$ cat src/rtl/scope_pkg.sv
// scope_pkg: shared state encoding, state width and default buffer address width
package scope_pkg;
  localparam int STATE_W    = 3;
  localparam int DEF_ADDR_W = 10;
  typedef enum logic [STATE_W-1:0] {
    S_IDLE  = 3'd0,
    S_PRE   = 3'd1,
    S_ARMED = 3'd2,
    S_POST  = 3'd3,
    S_HOLD  = 3'd4
  } state_t;
endpackage

$ cat src/rtl/scope_trig_det.sv
// scope_trig_det: previous-sample tracker and edge/level trigger comparator
module scope_trig_det (
  input  logic       clk,
  input  logic       rst,
  input  logic       clr_i,
  input  logic       upd_i,
  input  logic       en_i,
  input  logic [7:0] smp_i,
  input  logic [7:0] level_i,
  input  logic       fall_i,
  output logic       hit_o
);
  logic [7:0] prev_q;
  logic       pv_q;
  always_ff @(posedge clk or posedge rst) begin
    if (rst) begin
      prev_q <= '0;
      pv_q   <= 1'b0;
    end else if (clr_i) begin
      pv_q   <= 1'b0;
    end else if (upd_i) begin
      prev_q <= smp_i;
      pv_q   <= 1'b1;
    end
  end
  // Equal-to-level on both sides is not a crossing
  assign hit_o = en_i & pv_q & (fall_i ? (prev_q >= level_i && smp_i < level_i)
                                       : (prev_q < level_i && smp_i >= level_i));
endmodule

$ cat src/rtl/scope_acq_ctrl.sv
// scope_acq_ctrl: oscilloscope acquisition controller with pre/post-trigger ring buffer
// Build option SCOPE_AUTO_TRIG_EN adds an ARMED-sample timeout that forces a trigger.
module scope_acq_ctrl
  import scope_pkg::*;
#(
  parameter int ADDR_W       = DEF_ADDR_W,
  parameter int PRETRIG      = 512,
  parameter int AUTO_TIMEOUT = 65535
) (
  input  logic               CLK_50M,
  input  logic               RST,
  input  logic               SMP_VALID,
  input  logic [7:0]         SMP_DATA,
  input  logic [7:0]         TRIG_LEVEL,
  input  logic               TRIG_FALL,
  input  logic               SINGLE,
  input  logic               ARM,
  input  logic               STOP,
  input  logic               FRAME_ACK,
  output logic               WR_EN,
  output logic [ADDR_W-1:0]  WR_ADDR,
  output logic [7:0]         WR_DATA,
  output logic               FRAME_READY,
  output logic [ADDR_W-1:0]  START_ADDR,
  output logic               AUTO_FLAG,
  output logic [STATE_W-1:0] STATE
);
  localparam int DEPTH = 2 ** ADDR_W;
  localparam int POST  = DEPTH - PRETRIG;
  state_t state_q, state_d;
  logic [ADDR_W-1:0] wptr_q, pcnt_q, post_q, trig_addr_q, wr_addr_q, start_q;
  logic [7:0] wr_data_q;
  logic wr_en_q, ready_q, auto_q;
  logic act, hit, force_trig, fire, pre_done, post_done, ack, enter_pre, enter_hold;
  scope_trig_det u_det (
    .clk     (CLK_50M),
    .rst     (RST),
    .clr_i   (enter_pre),
    .upd_i   (act),
    .en_i    (SMP_VALID && state_q == S_ARMED),
    .smp_i   (SMP_DATA),
    .level_i (TRIG_LEVEL),
    .fall_i  (TRIG_FALL),
    .hit_o   (hit)
  );
`ifdef SCOPE_AUTO_TRIG_EN
  logic [31:0] acnt_q;
  logic enter_armed;
  assign enter_armed = state_d == S_ARMED && state_q != S_ARMED;
  always_ff @(posedge CLK_50M or posedge RST) begin
    if (RST) acnt_q <= '0;
    else if (enter_armed) acnt_q <= '0;
    else if (SMP_VALID && state_q == S_ARMED) acnt_q <= acnt_q + 32'd1;
  end
  assign force_trig = acnt_q == 32'(AUTO_TIMEOUT - 1);
`else
  assign force_trig = 1'b0;
`endif
  always_comb begin
    act        = SMP_VALID & ~STOP & (state_q == S_PRE || state_q == S_ARMED || state_q == S_POST);
    fire       = act & (state_q == S_ARMED) & (hit | force_trig);
    pre_done   = act & (state_q == S_PRE) & (pcnt_q == ADDR_W'(PRETRIG - 1));
    post_done  = act & (state_q == S_POST) & (post_q == ADDR_W'(POST - 1));
    ack        = (state_q == S_HOLD) & FRAME_ACK & ready_q;
    enter_pre  = state_d == S_PRE && state_q != S_PRE;
    enter_hold = state_d == S_HOLD && state_q != S_HOLD;
  end
  always_comb begin
    state_d = state_q;
    case (state_q)
      S_IDLE:  state_d = ARM ? S_PRE : S_IDLE;
      S_PRE:   state_d = pre_done ? S_ARMED : S_PRE;
      S_ARMED: state_d = fire ? ((POST == 1) ? S_HOLD : S_POST) : S_ARMED;
      S_POST:  state_d = post_done ? S_HOLD : S_POST;
      S_HOLD:  state_d = ack ? (SINGLE ? S_IDLE : S_PRE) : S_HOLD;
      default: state_d = S_IDLE;
    endcase
    if (STOP) state_d = S_IDLE;
  end
  always_ff @(posedge CLK_50M or posedge RST) begin
    if (RST) begin
      state_q     <= S_IDLE;
      wptr_q      <= '0;
      pcnt_q      <= '0;
      post_q      <= '0;
      trig_addr_q <= '0;
      wr_en_q     <= 1'b0;
      wr_addr_q   <= '0;
      wr_data_q   <= '0;
      ready_q     <= 1'b0;
      start_q     <= '0;
      auto_q      <= 1'b0;
    end else begin
      state_q <= state_d;
      wr_en_q <= act;
      ready_q <= state_d == S_HOLD;
      if (act) begin
        wr_addr_q <= wptr_q;
        wr_data_q <= SMP_DATA;
        wptr_q    <= wptr_q + 1'b1;
      end
      if (enter_pre) pcnt_q <= '0;
      else if (act && state_q == S_PRE) pcnt_q <= pcnt_q + 1'b1;
      if (fire) begin
        post_q      <= ADDR_W'(1);
        trig_addr_q <= wptr_q;
        auto_q      <= force_trig & ~hit;
      end else if (act && state_q == S_POST) begin
        post_q <= post_q + 1'b1;
      end
      // Trigger address may be captured in this very cycle when the frame has one post sample
      if (enter_hold) start_q <= (fire ? wptr_q : trig_addr_q) - ADDR_W'(PRETRIG);
    end
  end
  assign WR_EN       = wr_en_q;
  assign WR_ADDR     = wr_addr_q;
  assign WR_DATA     = wr_data_q;
  assign FRAME_READY = ready_q;
  assign START_ADDR  = start_q;
  assign AUTO_FLAG   = auto_q;
  assign STATE       = state_q;
endmodule

$ cat config.mk
export PLATFORM = sky130hd
export DESIGN_NAME = scope_acq_ctrl
export DESIGN_NICKNAME = d
export VERILOG_FILES = /design/src/rtl/scope_pkg.sv /design/src/rtl/scope_trig_det.sv /design/src/rtl/scope_acq_ctrl.sv
export SDC_FILE = /design/constraint.sdc
export NUM_CORES = 1
export LEC_CHECK = 0
export BUFFER_PORTS_ARGS = -buffer_cell sky130_fd_sc_hd__buf_2
export CAP_MARGIN = 30
export CORE_ASPECT_RATIO = 1.1
export CORE_MARGIN = 1
export CORE_UTILIZATION = 35
export CTS_CLUSTER_DIAMETER = 100
export DETAILED_ROUTE_END_ITERATION = 16
export PLACE_DENSITY = 0.62
export SYNTH_ARGS = -nofsm -noshare
export SYNTH_HDL_FRONTEND = slang
export SYNTH_HIERARCHICAL = 1
export SYNTH_SLANG_ARGS = --single-unit
$ cat constraint.sdc
create_clock -name CLK_50M -period 4.1 [get_ports CLK_50M]
set_input_delay 0.205 -clock CLK_50M [delete_from_list [all_inputs] [get_ports CLK_50M]]
set_output_delay 0.205 -clock CLK_50M [all_outputs]
set_load 0.02 [all_outputs]
==> impl_metrics.tcl, run 1 <==
set metrics [dict create \
    status "finished clean" \
    hold_class "in2reg" \
    hold_depth 3 \
    layout_common_cells "82 x dfrtp_1, 60 x nor2_1, 56 x buf_2" \
    switchingPower_w 0.000622 \
    arrival_ns 3.46 \
    dieWidth_um 103 \
    seqPwrFrac_pct 46.3 \
    p_per_area_mw_per_mm2 441 \
    grt_use_total_pct 15.8 \
    dieArea_mm2 0.0118 \
    grt_start_max_net_pins 30 \
    tightest_slew_ns 0.823 \
    max_freq_ghz 0.308 \
    wire_per_inst_um 14.4 \
    drt_iter0_markers 145 \
    crit_top_cell "a21oi_1" \
    antenna_left 0 \
    maxSlewViolCount 0 \
    leakagePower_nw 2.36 \
    dpl_cell_area_mm2 0.00443 \
    comb_power_share_pct 15.2 \
    worstSetupStartpointType "register" \
    ios 58 \
    htree_levels 3 \
    r2r_cells 12 \
    clockPowerShare_pct 38.5 \
    swShare_pct 29.8 \
    yosys_warnings 6 \
    fin_skew_ns 0.0131 \
    syn_area_per_cell_um2 11.0 \
    worstPathCellList "ha_1 -> a21oi_1 -> a31oi_1 -> nor3_1 -> or4b_1 -> a21oi_1 -> and3_1 -> buf_4 -> a211oi_1 -> a211oi_2 -> nor2b_1 -> mux2_2" \
    cp_max_fo 12 \
    grt_antenna_before_repair 0 \
    stdcell_area_mm2 0.00474 \
    drv_cap 0 \
    fin_nets 467 \
    start_util_pct 36.2 \
    setup_viol_count_final 0 \
    synthFlopType "dfrtp_1" \
    first_pass_iters 4 \
    crit_family "simple AND/OR/NAND/NOR gates" \
    drt-vias-per-instance 4.92 \
    netlist_area_mm2 0.00396 \
    die_h_um 114 \
    path_clk_slew_ns 0.07 \
    n_antenna_cell 0 \
    setup.worst_path.start "u_det/prev_q[3]" \
    crit_type "reg2reg" \
    cts_resized 0 \
    period_share_pct 79.1 \
    fin_crit_ns 3.24 \
    critical_path_buf_inv_count 1 \
    rsz0062_at_grt "false" \
    report.power.total_w 0.00209 \
    numPortBuffers 56 \
    cp_slowest_stage_delay_ns 0.67 \
    final_common_cell "dfrtp_1" \
    relSlewSlack_pct 45.0 \
    num_vias 2835 \
    gp_congestion 0.784 \
    r2r_setup_slack_ns 0.86 \
    routed_wl_um 8280 \
    seq_area_frac_synth_pct 51.8 \
    cts_tree "built" \
    p_int_w 0.00147 \
    drc 0 \
    grt_first_pass_wirelength_um 14200 \
    cp-end-kind "register" \
    yosys.area.top_type "dfrtp_1" \
    crit_path_end "u_det/prev_q[5]" \
    overflow 0 \
    slowest_stage "nor2b_1" \
    cts_buffers 9 \
    clock_sinks 82 \
    ir_drop_v 0.000187 \
    hold_viol_final 0 \
    std_cell_rows 40 \
    r2r-end "u_det/prev_q[5]" \
    insertion_delay_ns 0.34 \
    post-dp-hpwl_um 6050 \
    syn_inst 360 \
    synth_nets 403 \
    synth-async-reset-ratio_pct 100 \
    area_growth_pct 19.6 \
    cp.required_ns 4.32 \
    cp.depth 12 \
    core_area_mm2 0.0110 \
    cts_root_buffer "clkbuf_16" \
    grt_pass1_vias 2889 \
    finalSetupTns_ns 0 \
    drive_gt1_share_pct 24.0 \
    synth-seq-cells 82 \
    r2r-start "u_det/prev_q[3]" \
    synth_edf_count 0 \
    synth_area_leaders "dfrtp_1 52%, ha_1 6.0%, mux2_1 6.0%" \
    clk_path_buf_depth 2 \
    ys_types 48 \
    synth_top_area_share_pct 51.8 \
]
-- Yosys cell counts, types with 7 or more instances --
cell,count
xor2_1,7
mux2_1,21
ha_1,19
nand4_1,12
nor2_1,60
a21oi_1,13
mux2_2,14
dfrtp_1,82
inv_1,13
nand2_1,20
nand3_1,12
xnor2_1,18
-- stage by stage --
step           std cells  util, %  hold slack (ns)  worst slack (ns)
2_1_floorplan        360        -           0.0329              1.15
3_3_place_gp         558     40.2            0.215             0.903
3_5_place_dp         559     40.4            0.222             0.764
4_1_cts              576     43.2           0.0988             0.893
5_1_grt              576     43.2            0.134             0.659
6_report             576     43.2            0.115             0.855
-- worst reg2reg max path: stages, from the launching register on --
cell and delay, ns:
dfrtp_1 0.38, ha_1 0.32, a21oi_1 0.17, a31oi_1 0.13, nor3_1 0.17, or4b_1 0.14, a21oi_1 0.07, and3_1 0.15
buf_4 0.17, a211oi_1 0.24, a211oi_2 0.09, nor2b_1 0.67, mux2_2 0.42
-- per-layer routing --
metal	global-route usage [%]	part of all wire, %
met2	26.3	49
met3	2.94	4.2
met4	6.38	1.8
met5	0	0
met1	20.2	45
-- worst min-delay path by stage --
stage | slack (ns) | start | endpoint
2_1_floorplan | 0.03 | RST | u_det/prev_q[0]
3_3_place_gp | 0.21 | RST | u_det/prev_q[1]
3_5_place_dp | 0.22 | RST | u_det/prev_q[0]
4_1_cts | 0.1 | SMP_DATA[0] | u_det/prev_q[0]
5_1_grt | 0.13 | SMP_DATA[2] | WR_DATA[2]
6_report | 0.12 | SMP_DATA[0] | u_det/prev_q[0]
-- registers in the layout, indices dropped and copies added, names as in the netlist --
name and cells:
pcnt_q 10, STATE 3, post_q 10, u_det/prev_q 8, WR_DATA 8, START_ADDR 10
wptr_q 10, WR_EN 1, FRAME_READY 1, WR_ADDR 10, trig_addr_q 10, u_det/pv_q 1
-- what timing repair did --
| action | 4_1_cts | 5_1_grt |
|---|---|---|
| endpoints found under the hold margin | 31 | 0 |
| hold buffers | 1 | 0 |
| buffers inserted | 0 | 0 |
-- power by group through the flow --
stage	combinational [W]	sequential, W	clock [W]
finish	0.000318	0.000967	0.000803
global route	0.000359	0.000983	0.000854
CTS	0.000321	0.000968	0.000820
detailed placement	0.000320	0.000983	0
global placement	0.000307	0.000979	0
floorplan	0.000169	0.00101	0
-- kinds of logic after synthesis --
kind of cell	after synthesis	synth area share, %
compound gates	31	4.73
xor+xnor	25	5.52
fa+ha+maj	19	6.00
buf+inv	22	2.49
flops	82	51.8
mux	36	10.2
other cells	1	0.0946
simple gates	144	19.2
-- layout make-up --
| class | count | area [µm²] |
|---|---|---|
| inverters | 13 | 48.8 |
| multi-input cells | 256 | 1810 |
| fillers | 1049 | 6220 |
| well taps | 147 | 184 |
| clock inverters | 7 | 76.3 |
| flip-flops and latches | 82 | 2050 |
| repair buffers | 62 | 340 |
| clock buffers | 9 | 225 |
(Power assumes the default switching activity.)
==> run 2, diff against run 1 <==
Clock period 4.1 ns to 3.2 ns, I/O delays scaled along.
==> run 2 against run 1 <==
Clock power is 46% higher. Clock skew down 0.0042 ns. Final area up 0.95%. Via count hardly changed. Hold slack worse by 0.055 ns. Non-clock buffer count stayed put. Sequential share of layout area fell by 0.41 points. Sequential power increased by 28%. First-iteration DRC count is 32% lower. Clock-buffer cell count grew 1. Global-route usage down 0.74 points. Critical endpoint is now u_det/prev_q[6]. Largest cell class unchanged. Highest routed layer unchanged.
==> impl_metrics.tcl, run 2 (synthesis results as in run 1) <==
set metrics [dict create \
    status "finished clean" \
    drive_gt1_share_pct 24.0 \
    finalNonFillerCells 576 \
    grt_use_total_pct 15.1 \
    arrival_ns 3.11 \
    wire_per_inst_um 13.9 \
    hold_viol_final 0 \
    leakagePower_nw 2.38 \
    p_per_area_mw_per_mm2 587 \
    post-cts-setup-buffer-count 0 \
    numPortBuffers 56 \
    maxSlewViolCount 0 \
    tightest_slew_ns 0.808 \
    worstSetupStartpointType "register" \
    relSlewSlack_pct 46.0 \
    overflow 0 \
    cts_root_buffer "clkbuf_16" \
    cp_max_fo 9 \
    finalSetupTns_ns 0 \
    layout_common_cells "82 x dfrtp_1, 60 x nor2_1, 56 x buf_2" \
    dieWidth_um 103 \
    first_pass_iters 4 \
    insertion_delay_ns 0.34 \
    gp_congestion 0.772 \
    num_vias 2834 \
    placed_cells 559 \
    fin_nets 467 \
    drt-vias-per-instance 4.92 \
    rsz0062_at_grt "false" \
    period_share_pct 90.6 \
    dieArea_mm2 0.0118 \
    crit_type "reg2reg" \
    post-dp-hpwl_um 5860 \
    grt_pass1_vias 2837 \
    clk_path_buf_depth 2 \
    drv_cap 0 \
    core_area_mm2 0.0110 \
    setup_viol_count_final 0 \
    report.power.total_w 0.00281 \
    path_clk_slew_ns 0.07 \
    setup_ws_ns 0.302 \
    htree_levels 3 \
    start_util_pct 36.2 \
    cp.required_ns 3.42 \
    antenna_left 0 \
    cts_tree "built" \
    final_common_cell "dfrtp_1" \
    fin_skew_ns 0.00884 \
    n_antenna_cell 0 \
    grt_antenna_before_repair 0 \
    fin_crit_ns 2.90 \
    grt_first_pass_wirelength_um 13500 \
    grt_start_max_net_pins 38 \
    cp-end-kind "register" \
    routed_wl_um 7990 \
    fillers 1009 \
    drc 0 \
    max_freq_ghz 0.345 \
    drt_iter0_markers 98 \
    ir_drop_v 0.000318 \
    area_growth_pct 20.7 \
    die_h_um 114 \
    ios 58 \
    cts_buffers 9 \
    clock_sinks 82 \
    std_cell_rows 40 \
    hold_class "in2reg" \
    place_ws_ns 0.142 \
]
## run 2: cell count changes in the layout (fill, tap and decap cells not counted), sizes merged
cell	before	now
clkbuf	9	10
bufinv	0	3
inv	18	13
clkinvlp	0	1
## run 2: critical path, cell delays in order, from the launching register on
cell      delay, ns
dfrtp_1        0.38
ha_1           0.31
nand4_1        0.13
a31oi_1        0.20
nor3_1         0.08
or4b_1         0.52
a21oi_1        0.18
and3_1         0.21
a211oi_1       0.06
a211oi_2       0.25
nor2b_2        0.16
mux2_2         0.30
## run 2: cell type report
type	instances	area [µm²]	share of cell area, %
repair buffers	62	340	7.11
inverters	13	48.8	1.02
multi-input cells	256	1820	37.9
clock buffers	10	229	4.79
well taps	147	184	3.84
clock inverters	6	115	2.41
flip-flops and latches	82	2050	42.9
## run 2: repair_timing
item / 4_1_cts / 5_1_grt
endpoints found under the hold margin: 9 / 0
hold buffers: 1 / 0
endpoints found under the setup margin: 0 / 7
gates resized for setup: 0 / 1
## run 2: final timing paths
path | startpoint | end | slack (ns) | cells past startpoint
worst min register to register | trig_addr_q[9] | trig_addr_q[9] | 0.47 | 2
worst max register to register | u_det/prev_q[7] | u_det/prev_q[6] | 0.30 | 11
min in group asynchronous | RST | u_det/prev_q[1] | 0.36 | 3
worst min-delay path | SMP_DATA[0] | u_det/prev_q[0] | 0.06 | 3
max in group asynchronous | RST | wptr_q[8] | 1.96 | 4
worst max-delay path | u_det/prev_q[7] | u_det/prev_q[6] | 0.30 | 11
## run 2: per-stage QoR
stage / hold WS (ns) / util [%] / instance area [µm²]
global route: 0.0755 / 43.7 / 4780
floorplan: -0.0121 / - / 3960
CTS: 0.0509 / 43.6 / 4780
global placement: 0.170 / 40.4 / 4430
finish: 0.0599 / 43.7 / 4780
detailed placement: 0.170 / 40.4 / 4430
## run 2: where the power goes
group	switching, W	internal [W]
combinational	0.000228	0.000175
clock	0.000408	0.000765
sequential	0.0000864	0.00115
total	0.000722	0.00209
## run 2: metal layers
layer	up-vias	share of wire [%]	global-route usage, %
met3	12	3.4	2.94
met1	1380	48	20.2
met4	0	1.8	6.85
li1	1384	-	-
met5	-	0	0
met2	58	47	23.6
==> run 3, diff against run 2 <==
Settings changed: CORE_ASPECT_RATIO 1.1 to default.
==> run 3 against run 2 <==
Clock-buffer cell count shrank 1. Total power shrank 7.5%. Largest cell class unchanged. Flip-flop and latch count is the same. Final area shrank 1.4%. Sequential share of layout area grew 0.63 points. Routed wire length grew 3.4%. Critical path depth is the same. Critical path type unchanged. Non-clock buffer count is the same. Global-route usage grew 0.45 points. First-iteration DRC count shrank 4.1%.
==> impl_metrics.tcl, run 3 (synthesis results as in run 1) <==
set metrics [dict create \
    status "finished clean" \
    fin_skew_ns 0.00702 \
    insertion_delay_ns 0.33 \
    clk_path_buf_depth 2 \
    fin_crit_ns 2.93 \
    drv_cap 0 \
    relSlewSlack_pct 44.4 \
    first_pass_iters 4 \
    tightest_slew_ns 0.829 \
    die_h_um 108 \
    cts_root_buffer "clkbuf_16" \
    placed_cells 552 \
    cts_buffers 9 \
    leakagePower_nw 2.35 \
    grt_use_met3_pct 3.25 \
    gp_congestion 0.842 \
    fin_nets 467 \
    hold_viol_final 0 \
    antenna_left 0 \
    grt_use_total_pct 15.5 \
    post-cts-setup-buffer-count 0 \
    period_share_pct 91.7 \
    setup_ws_ns 0.267 \
    grt_pass1_vias 2885 \
    use_met1_pct 19.6 \
    drt-vias-per-instance 4.95 \
    grt_start_max_net_pins 74 \
    cp.required_ns 3.42 \
    worstSetupStartpointType "register" \
    finalNonFillerCells 569 \
    grt_antenna_before_repair 0 \
    n_antenna_cell 0 \
    arrival_ns 3.15 \
    clock_sinks 82 \
    routed_wl_um 8260 \
    rsz0062_at_grt "false" \
    crit_type "reg2reg" \
    wire_per_inst_um 14.5 \
    final_common_cell "dfrtp_1" \
    dieWidth_um 108 \
    numPortBuffers 56 \
    dieArea_mm2 0.0118 \
    htree_levels 3 \
    path_clk_slew_ns 0.06 \
    place_ws_ns 0.156 \
    hold_class "in2reg" \
    layout_common_cells "82 x dfrtp_1, 60 x nor2_1, 56 x buf_2" \
    num_vias 2819 \
    grt_util_met2_pct 26.4 \
    max_freq_ghz 0.341 \
    cp_max_fo 9 \
    utilization_pct 43.1 \
    grt_first_pass_wirelength_um 14300 \
    post-dp-hpwl_um 5800 \
    ir_drop_v 0.000244 \
    p_per_area_mw_per_mm2 551 \
    maxSlewViolCount 0 \
    start_util_pct 36.2 \
    finalSetupTns_ns 0 \
    cts_tree "built" \
    setup_viol_count_final 0 \
    drc 0 \
    ios 58 \
    cp-end-kind "register" \
    area_growth_pct 19.0 \
    std_cell_rows 38 \
    core_area_mm2 0.0109 \
    drt_iter0_markers 94 \
    report.power.total_w 0.00260 \
    overflow 0 \
    drive_gt1_share_pct 24.5 \
    grt-busiest-layer "met2" \
]
[run 3: cell types whose count changed in the layout (fill, tap and decap cells not counted)]
cell,delta
clkinv_2,+2
inv_6,+2
bufinv_16,-3
a31oi_1,-1
a31oi_2,+1
clkbuf_1,-1
[run 3: power breakdown]
part / switching [W] / internal, W
clock: 0.000428 / 0.000531
combinational: 0.000230 / 0.000176
sequential: 0.0000864 / 0.00115
total: 0.000744 / 0.00185
[run 3: what timing repair did]
item	in CTS	in global routing
setup endpoints to repair	0	8
gates resized for setup	0	2
endpoints found under the hold margin	82	0
hold buffers	1	0
[run 3: per-stage QoR]
| stage | hold slack (ns) | area [µm²] |
|---|---|---|
| after floorplan | -0.0121 | 3960 |
| after global placement | 0.166 | 4420 |
| after detailed placement | 0.178 | 4420 |
| after CTS | 0.0755 | 4710 |
| after global routing | 0.0811 | 4720 |
| final | 0.0846 | 4720 |
[run 3: cell type report]
class,instances,area [µm²]
fill,1083,6220
sequential,82,2050
clock buffer,9,225
multi-input combinational,256,1820
clock inverter,7,52.6
inverter,13,48.8
timing repair buffer,62,340
tap,140,175
[run 3: path summary, 6_finish.rpt]
check | startpoint | to | slack, ns | cells after the start
worst max-delay path | u_det/prev_q[3] | u_det/prev_q[3] | 0.27 | 11
worst min-delay path | SMP_DATA[6] | WR_DATA[6] | 0.08 | 2
worst max register to register | u_det/prev_q[3] | u_det/prev_q[3] | 0.27 | 11
worst min register to register | trig_addr_q[9] | trig_addr_q[9] | 0.48 | 2
max in group asynchronous | RST | WR_ADDR[2] | 2.41 | 4
min in group asynchronous | RST | u_det/prev_q[4] | 0.36 | 3
[run 3: worst max-delay path: stages, from the launching register on]
cell      delay (ns)
dfrtp_1         0.39
ha_1            0.34
nand3_1         0.11
a31oi_2         0.22
nor3_1          0.09
or4b_1          0.52
a21oi_1         0.16
and3_1          0.20
a211oi_1        0.06
a211oi_2        0.26
nor2b_2         0.16
mux2_2          0.30
[run 3: layer usage]
metal	routed length (µm)	part of all wire (%)	vias to the layer above
met5	0	0	-
met4	135	1.6	0
met3	325	3.9	15
met2	4050	49	55
met1	3750	45	1379
li1	-	-	1370
